## src/rtl/l2_wb_pkg.sv

```systemverilog
// l2_wb_pkg: shared widths and FSM state encoding for the L2 writeback buffer
package l2_wb_pkg;
  localparam int ADDR_W_DEF = 32;
  localparam int LINE_W_DEF = 256;
  typedef enum logic [2:0] {IDLE, WRESP, FWD, MEM_READ, RRESP, DRAIN} state_e;
endpackage

```

## src/rtl/l2_wb_entry.sv

```systemverilog
// l2_wb_entry: single buffered dirty line with full-address match
module l2_wb_entry import l2_wb_pkg::*; #(
  parameter int ADDR_W = ADDR_W_DEF,
  parameter int LINE_W = LINE_W_DEF
) (
  input  logic              clk,
  input  logic              rst_n,
  input  logic              wr_en,
  input  logic              clr,
  input  logic [ADDR_W-1:0] wr_addr,
  input  logic [LINE_W-1:0] wr_data,
  input  logic [ADDR_W-1:0] cmp_addr,
  output logic              valid,
  output logic [ADDR_W-1:0] addr,
  output logic [LINE_W-1:0] data,
  output logic              match
);
  logic              valid_q, valid_d;
  logic [ADDR_W-1:0] addr_q, addr_d;
  logic [LINE_W-1:0] data_q, data_d;
  always_comb begin
    valid_d = clr ? 1'b0 : wr_en ? 1'b1 : valid_q;
    addr_d  = wr_en ? wr_addr : addr_q;
    data_d  = wr_en ? wr_data : data_q;
  end
  always_ff @(posedge clk or negedge rst_n) begin
    if (!rst_n) begin
      valid_q <= 1'b0;
      addr_q  <= '0;
      data_q  <= '0;
    end else begin
      valid_q <= valid_d;
      addr_q  <= addr_d;
      data_q  <= data_d;
    end
  end
  assign valid = valid_q;
  assign addr  = addr_q;
  assign data  = data_q;
  assign match = valid_q && (addr_q == cmp_addr);
endmodule

```

## src/rtl/l2_writeback_buffer.sv

```systemverilog
// l2_writeback_buffer: one-entry writeback buffer between L2 and physical memory
module l2_writeback_buffer import l2_wb_pkg::*; #(
  parameter int ADDR_W = ADDR_W_DEF,
  parameter int LINE_W = LINE_W_DEF
) (
  input  logic              clk,
  input  logic              rst_n,
  input  logic              mem_read,
  input  logic              mem_write,
  input  logic [ADDR_W-1:0] mem_address,
  input  logic [LINE_W-1:0] mem_wdata,
  output logic              mem_resp,
  output logic [LINE_W-1:0] mem_rdata,
  output logic              pmem_read,
  output logic              pmem_write,
  output logic [ADDR_W-1:0] pmem_address,
  output logic [LINE_W-1:0] pmem_wdata,
  input  logic [LINE_W-1:0] pmem_rdata,
  input  logic              pmem_resp
);
  state_e            state_q, state_d;
  logic [ADDR_W-1:0] raddr_q, raddr_d;
  logic [LINE_W-1:0] rdata_q, rdata_d;
  logic              hit, cap, clr, ent_valid;
  logic [ADDR_W-1:0] ent_addr;
  logic [LINE_W-1:0] ent_data;

  l2_wb_entry #(.ADDR_W(ADDR_W), .LINE_W(LINE_W)) u_entry (
    .clk(clk), .rst_n(rst_n), .wr_en(cap), .clr(clr),
    .wr_addr(mem_address), .wr_data(mem_wdata), .cmp_addr(mem_address),
    .valid(ent_valid), .addr(ent_addr), .data(ent_data), .match(hit)
  );

  // Read address is latched so the pmem request cannot move if upstream misbehaves
  always_comb begin
    state_d = state_q;
    raddr_d = raddr_q;
    rdata_d = rdata_q;
    cap     = 1'b0;
    clr     = 1'b0;
    case (state_q)
      IDLE: begin
        if (mem_read) begin
          state_d = hit ? FWD : MEM_READ;
          raddr_d = mem_address;
        end else if (mem_write) begin
          cap     = !ent_valid || hit;
          state_d = cap ? WRESP : DRAIN;
        end else if (ent_valid) begin
          state_d = DRAIN;
        end
      end
      MEM_READ: begin
        rdata_d = pmem_resp ? pmem_rdata : rdata_q;
        state_d = pmem_resp ? RRESP : MEM_READ;
      end
      DRAIN: begin
        clr     = pmem_resp;
        state_d = pmem_resp ? IDLE : DRAIN;
      end
      default: state_d = IDLE;
    endcase
  end

  always_ff @(posedge clk or negedge rst_n) begin
    if (!rst_n) begin
      state_q <= IDLE;
      raddr_q <= '0;
      rdata_q <= '0;
    end else begin
      state_q <= state_d;
      raddr_q <= raddr_d;
      rdata_q <= rdata_d;
    end
  end

  assign mem_resp     = state_q inside {WRESP, FWD, RRESP};
  assign mem_rdata    = state_q == FWD ? ent_data : state_q == RRESP ? rdata_q : '0;
  assign pmem_read    = state_q == MEM_READ;
  assign pmem_write   = state_q == DRAIN;
  assign pmem_address = pmem_read ? raddr_q : pmem_write ? ent_addr : '0;
  assign pmem_wdata   = pmem_write ? ent_data : '0;
endmodule
```

## config.mk

```make
export PLATFORM = sky130hd
export DESIGN_NAME = l2_writeback_buffer
export DESIGN_NICKNAME = d
export VERILOG_FILES = /design/src/rtl/l2_wb_pkg.sv /design/src/rtl/l2_wb_entry.sv /design/src/rtl/l2_writeback_buffer.sv
export SDC_FILE = /design/constraint.sdc
export NUM_CORES = 1
export LEC_CHECK = 0
export ABC_AREA = 0
export BUFFER_PORTS_ARGS = -buffer_cell sky130_fd_sc_hd__buf_2
export CAP_MARGIN = 5
export CORE_AREA = 5 5 419 421
export DETAILED_ROUTE_END_ITERATION = 8
export DIE_AREA = 0 0 424 426
export PLACE_DENSITY = 0.41
export SYNTH_ARGS = -nofsm -noshare
export SYNTH_HDL_FRONTEND = slang
export SYNTH_SLANG_ARGS = --single-unit
```

## constraint.sdc

```tcl
create_clock -name clk -period 2.8 [get_ports clk]
set_input_delay 0.28 -clock clk [delete_from_list [all_inputs] [get_ports clk]]
set_output_delay 0.28 -clock clk [all_outputs]
set_load 0.1 [all_outputs]
```

==> flow_metrics.env <==
export IMPL_cts_sinks=580
export IMPL_reg2reg_from="u_entry.addr[1]"
export IMPL_power_density_mw_per_mm2=1000
export IMPL_finalSetupViolCount=0
export IMPL_grt_ovfl_total=0
export IMPL_syn_avg_cell_area_um2=13.6
export IMPL_share_comb_of_total_power_pct=51.9
export IMPL_cp_start_kind="flop"
export IMPL_die_w_um=424
export IMPL_max_slew_margin_rel_pct=48.5
export IMPL_synth_seq_cells=580
export IMPL_post_drt_wl_per_cell_um=25.5
export IMPL_io_buffers=1095
export IMPL_syn_area_mm2=0.0264
export IMPL_die_y_um=426
export IMPL_arrival_ps=2500
export IMPL_pin_count=1096
export IMPL_cts_tree="built"
export IMPL_cp_required_ps=2520
export IMPL_switchingPower_mw=23.9
export IMPL_die_area_mm2=0.181
export IMPL_worst_setup_path_end_kind="output port"
export IMPL_sw_frac_of_total_pct=44.3
export IMPL_grt_pass1_vias=25800
export IMPL_cts_made_buffers=78
export IMPL_antenna_left=0
export IMPL_r2r_cells=9
export IMPL_holdWs_ps=206
export IMPL_synth_top_area_share_pct=54.9
export IMPL_nFillCells=17100
export IMPL_synth_adder_area_share_pct=0
export IMPL_drtPass1Iterations=4
export IMPL_synth_nets=2492
export IMPL_internal_power_mw=30.0
export IMPL_muxShareOfSynthArea_pct=24.5
export IMPL_ys_types=30
export IMPL_synth_compound_area_share_pct=9.86
export IMPL_dp_cells=5227
export IMPL_drc_errors=0
export IMPL_max_vdd_ir_drop_v=0.000565
export IMPL_worst_slew_pin_slew_ps=772
export IMPL_nets=4227
export IMPL_initial_core_util_pct=15.5
export IMPL_final_seq_area_mm2=0.0145
export IMPL_power_mw=53.9
export IMPL_finalClockSkew_ps=22.9
export IMPL_clockPowerShare_pct=18.6
export IMPL_rows=152
export IMPL_synth_top_family_by_area="multiplexers"
export IMPL_core_area_mm2=0.171
export IMPL_cp_startpoint="state_q[0]"
export IMPL_final_hold_viol_count=0
export IMPL_track_usage_pct=16.1
export IMPL_multiInputGateArea_mm2=0.0125
export IMPL_clockRootBuffer="clkbuf_16"
export IMPL_synth_xor_area_share_pct=1.09
export IMPL_via_per_inst=3.98
export IMPL_crit_path_end="pmem_wdata[85]"
export IMPL_num_vias=23800
export IMPL_grt_max_degree=71
export IMPL_yosys_area_share_simple_pct=6.78
export IMPL_drv_cap=0
export IMPL_fin_crit_sh_pct=99.1
export IMPL_cp_max_fo=12
export IMPL_place_gp_congestion=0.846
export IMPL_antenna_found_initial=13
export IMPL_critPathKind="flop to output port"
export IMPL_yosysSeqAreaShare_pct=54.9
export IMPL_path_clk_slew_ps=50
export IMPL_wl_mm=152
export IMPL_fin_crit_ps=2780
export IMPL_yosysWarnings=0
export IMPL_drive_gt1_share_pct=60.4
export IMPL_clockBufferDepth=3
export IMPL_rsz0062_at_grt="true"
export IMPL_htree_num_levels=3
export IMPL_power_frac_seq_pct=29.4
export IMPL_synth_top_area_cell="dfrtp_1"
export IMPL_ff2ff_setup_slack_ps=130
export IMPL_max_freq_mhz=360
export IMPL_dp_hpwl_mm=114
export IMPL_synth_area_leaders="dfrtp_1, mux2_2, a22o_1"
export IMPL_first_iter_violations=959
export IMPL_p_leak_nw=24.0
export IMPL_status="finished clean"
export IMPL_clock_latency_ps=680
export IMPL_area_growth_synth_to_final_pct=103
export IMPL_slew_violations=0
export IMPL_min_path_type="input pin to asynchronous set/reset pin"
export IMPL_grt_pass1_wl_mm=206
export IMPL_rr_endpoint="u_entry.data[185]"
export IMPL_netlist_instances=1943
export IMPL_fin_cells=5975
==> worst max-delay path, stage by stage (launching register included) <==
cell and delay, ps:
dfrtp_2 450, inv_2 70, nor3b_4 180, buf_6 180
buf_12 180, bufbuf_16 320, and2_1 180, buf_12 220
==> timing repair <==
item / in CTS / in global routing
resized for setup: 258 / 200
hold buffers: 548 / 0
endpoints found under the hold margin: 617 / 0
setup buffers: 22 / 10
pin swaps: 2 / 23
cloned: 16 / 9
endpoints found under the setup margin: 538 / 284
==> cell usage after synthesis <==
master      n
dfrtp_1   580
mux2_2    576
a22o_1    288
and2_1    258
clkbuf_1  108
xnor2_1    33
buf_2      19
buf_4      14
buf_6      10
nand2_1     8
nand4_1     8
nor2_1      8
buf_1       7
o21ai_0     4
inv_1       3
nor3_1      3
nor3b_1     2
nor4_1      2
a21o_1      1
a21oi_1     1
a21oi_4     1
a22oi_1     1
a311oi_1    1
a31oi_1     1
and3b_1     1
nand3_1     1
nand3b_1    1
nor2b_1     1
o21bai_1    1
o31ai_1     1
==> routing by layer <==
layer | part of all wire, % | global-route usage, % | vias up
met5 | 0 | 0 | -
met4 | 4.3 | 6.83 | 0
met3 | 6.8 | 4.82 | 192
met2 | 50 | 27.2 | 797
met1 | 39 | 19.0 | 12200
li1 | - | - | 10600
==> cells in the final DEF (no fill, tap or decap), drive strengths merged <==
cell type / n
xnor2: 33
a21o: 1
nor3: 3
a31oi: 1
mux2: 576
diode: 5
nor2b: 1
nand4: 8
buf: 1246
nand3: 1
o21ai: 4
nand3b: 1
nor4: 2
o31ai: 1
clkbuf: 135
and2: 258
a21oi: 2
a311oi: 1
and3b: 1
a22oi: 1
bufinv: 2
a22o: 288
inv: 5
dfrtp: 580
nor3b: 2
nand2: 8
o21bai: 1
clkinv: 9
bufbuf: 8
nor2: 8
dlygate4sd3: 548
clkinvlp: 2
==> layout make-up <==
type,instances,area share [%]
diodes,5,0.0233
clock buffers,124,4.41
clock inverters,15,0.284
inverters,3,0.0209
multi-input cells,1202,23.2
flip-flops and latches,580,27.0
well taps,2233,5.19
repair buffers,1813,39.9
==> cell families after synthesis <==
family	Yosys count
DFF	580
muxes	576
AOI/OAI and AO/OA	300
and+or+nand+nor	293
buffers and inverters	161
xor gates and xnor gates	33
==> registers in the layout, summed over array words and instances (netlist names) <==
signal / flops
state_q: 3
rdata_q: 256
u_entry.valid: 1
raddr_q: 32
u_entry.data: 256
u_entry.addr: 32
==> worst min-delay path by stage <==
stage	start	endpoint	slack, ps
2_1_floorplan	rst_n	raddr_q[0]	-20
3_3_place_gp	rst_n	rdata_q[192]	330
3_5_place_dp	rst_n	rdata_q[192]	350
4_1_cts	rst_n	rdata_q[192]	170
5_1_grt	rst_n	rdata_q[192]	220
6_report	rst_n	rdata_q[192]	210
==> stage by stage <==
stage / setup slack, ps / area (um^2) / TNS [ps] / utilization (%)
6_report: 24.3 / 53800 / 0 / 31.5
5_1_grt: -95.7 / 53800 / -4190 / 31.5
4_1_cts: -73.0 / 52400 / -4850 / 30.7
3_5_place_dp: 131 / 42900 / 0 / 25.1
3_3_place_gp: 109 / 42900 / 0 / 25.1
2_1_floorplan: 24.1 / 26500 / 0 / -
==> power by group through the flow <==
stage	registers (mW)	logic [mW]	clock network [mW]
6_report	15.9	28.0	10.0
3_5_place_dp	15.7	25.6	0
3_3_place_gp	15.6	25.4	0
5_1_grt	16.3	29.0	10.7
4_1_cts	15.6	27.4	10.4
2_1_floorplan	14.0	16.4	0
Note: power is estimated with default switching activity, not from simulation.
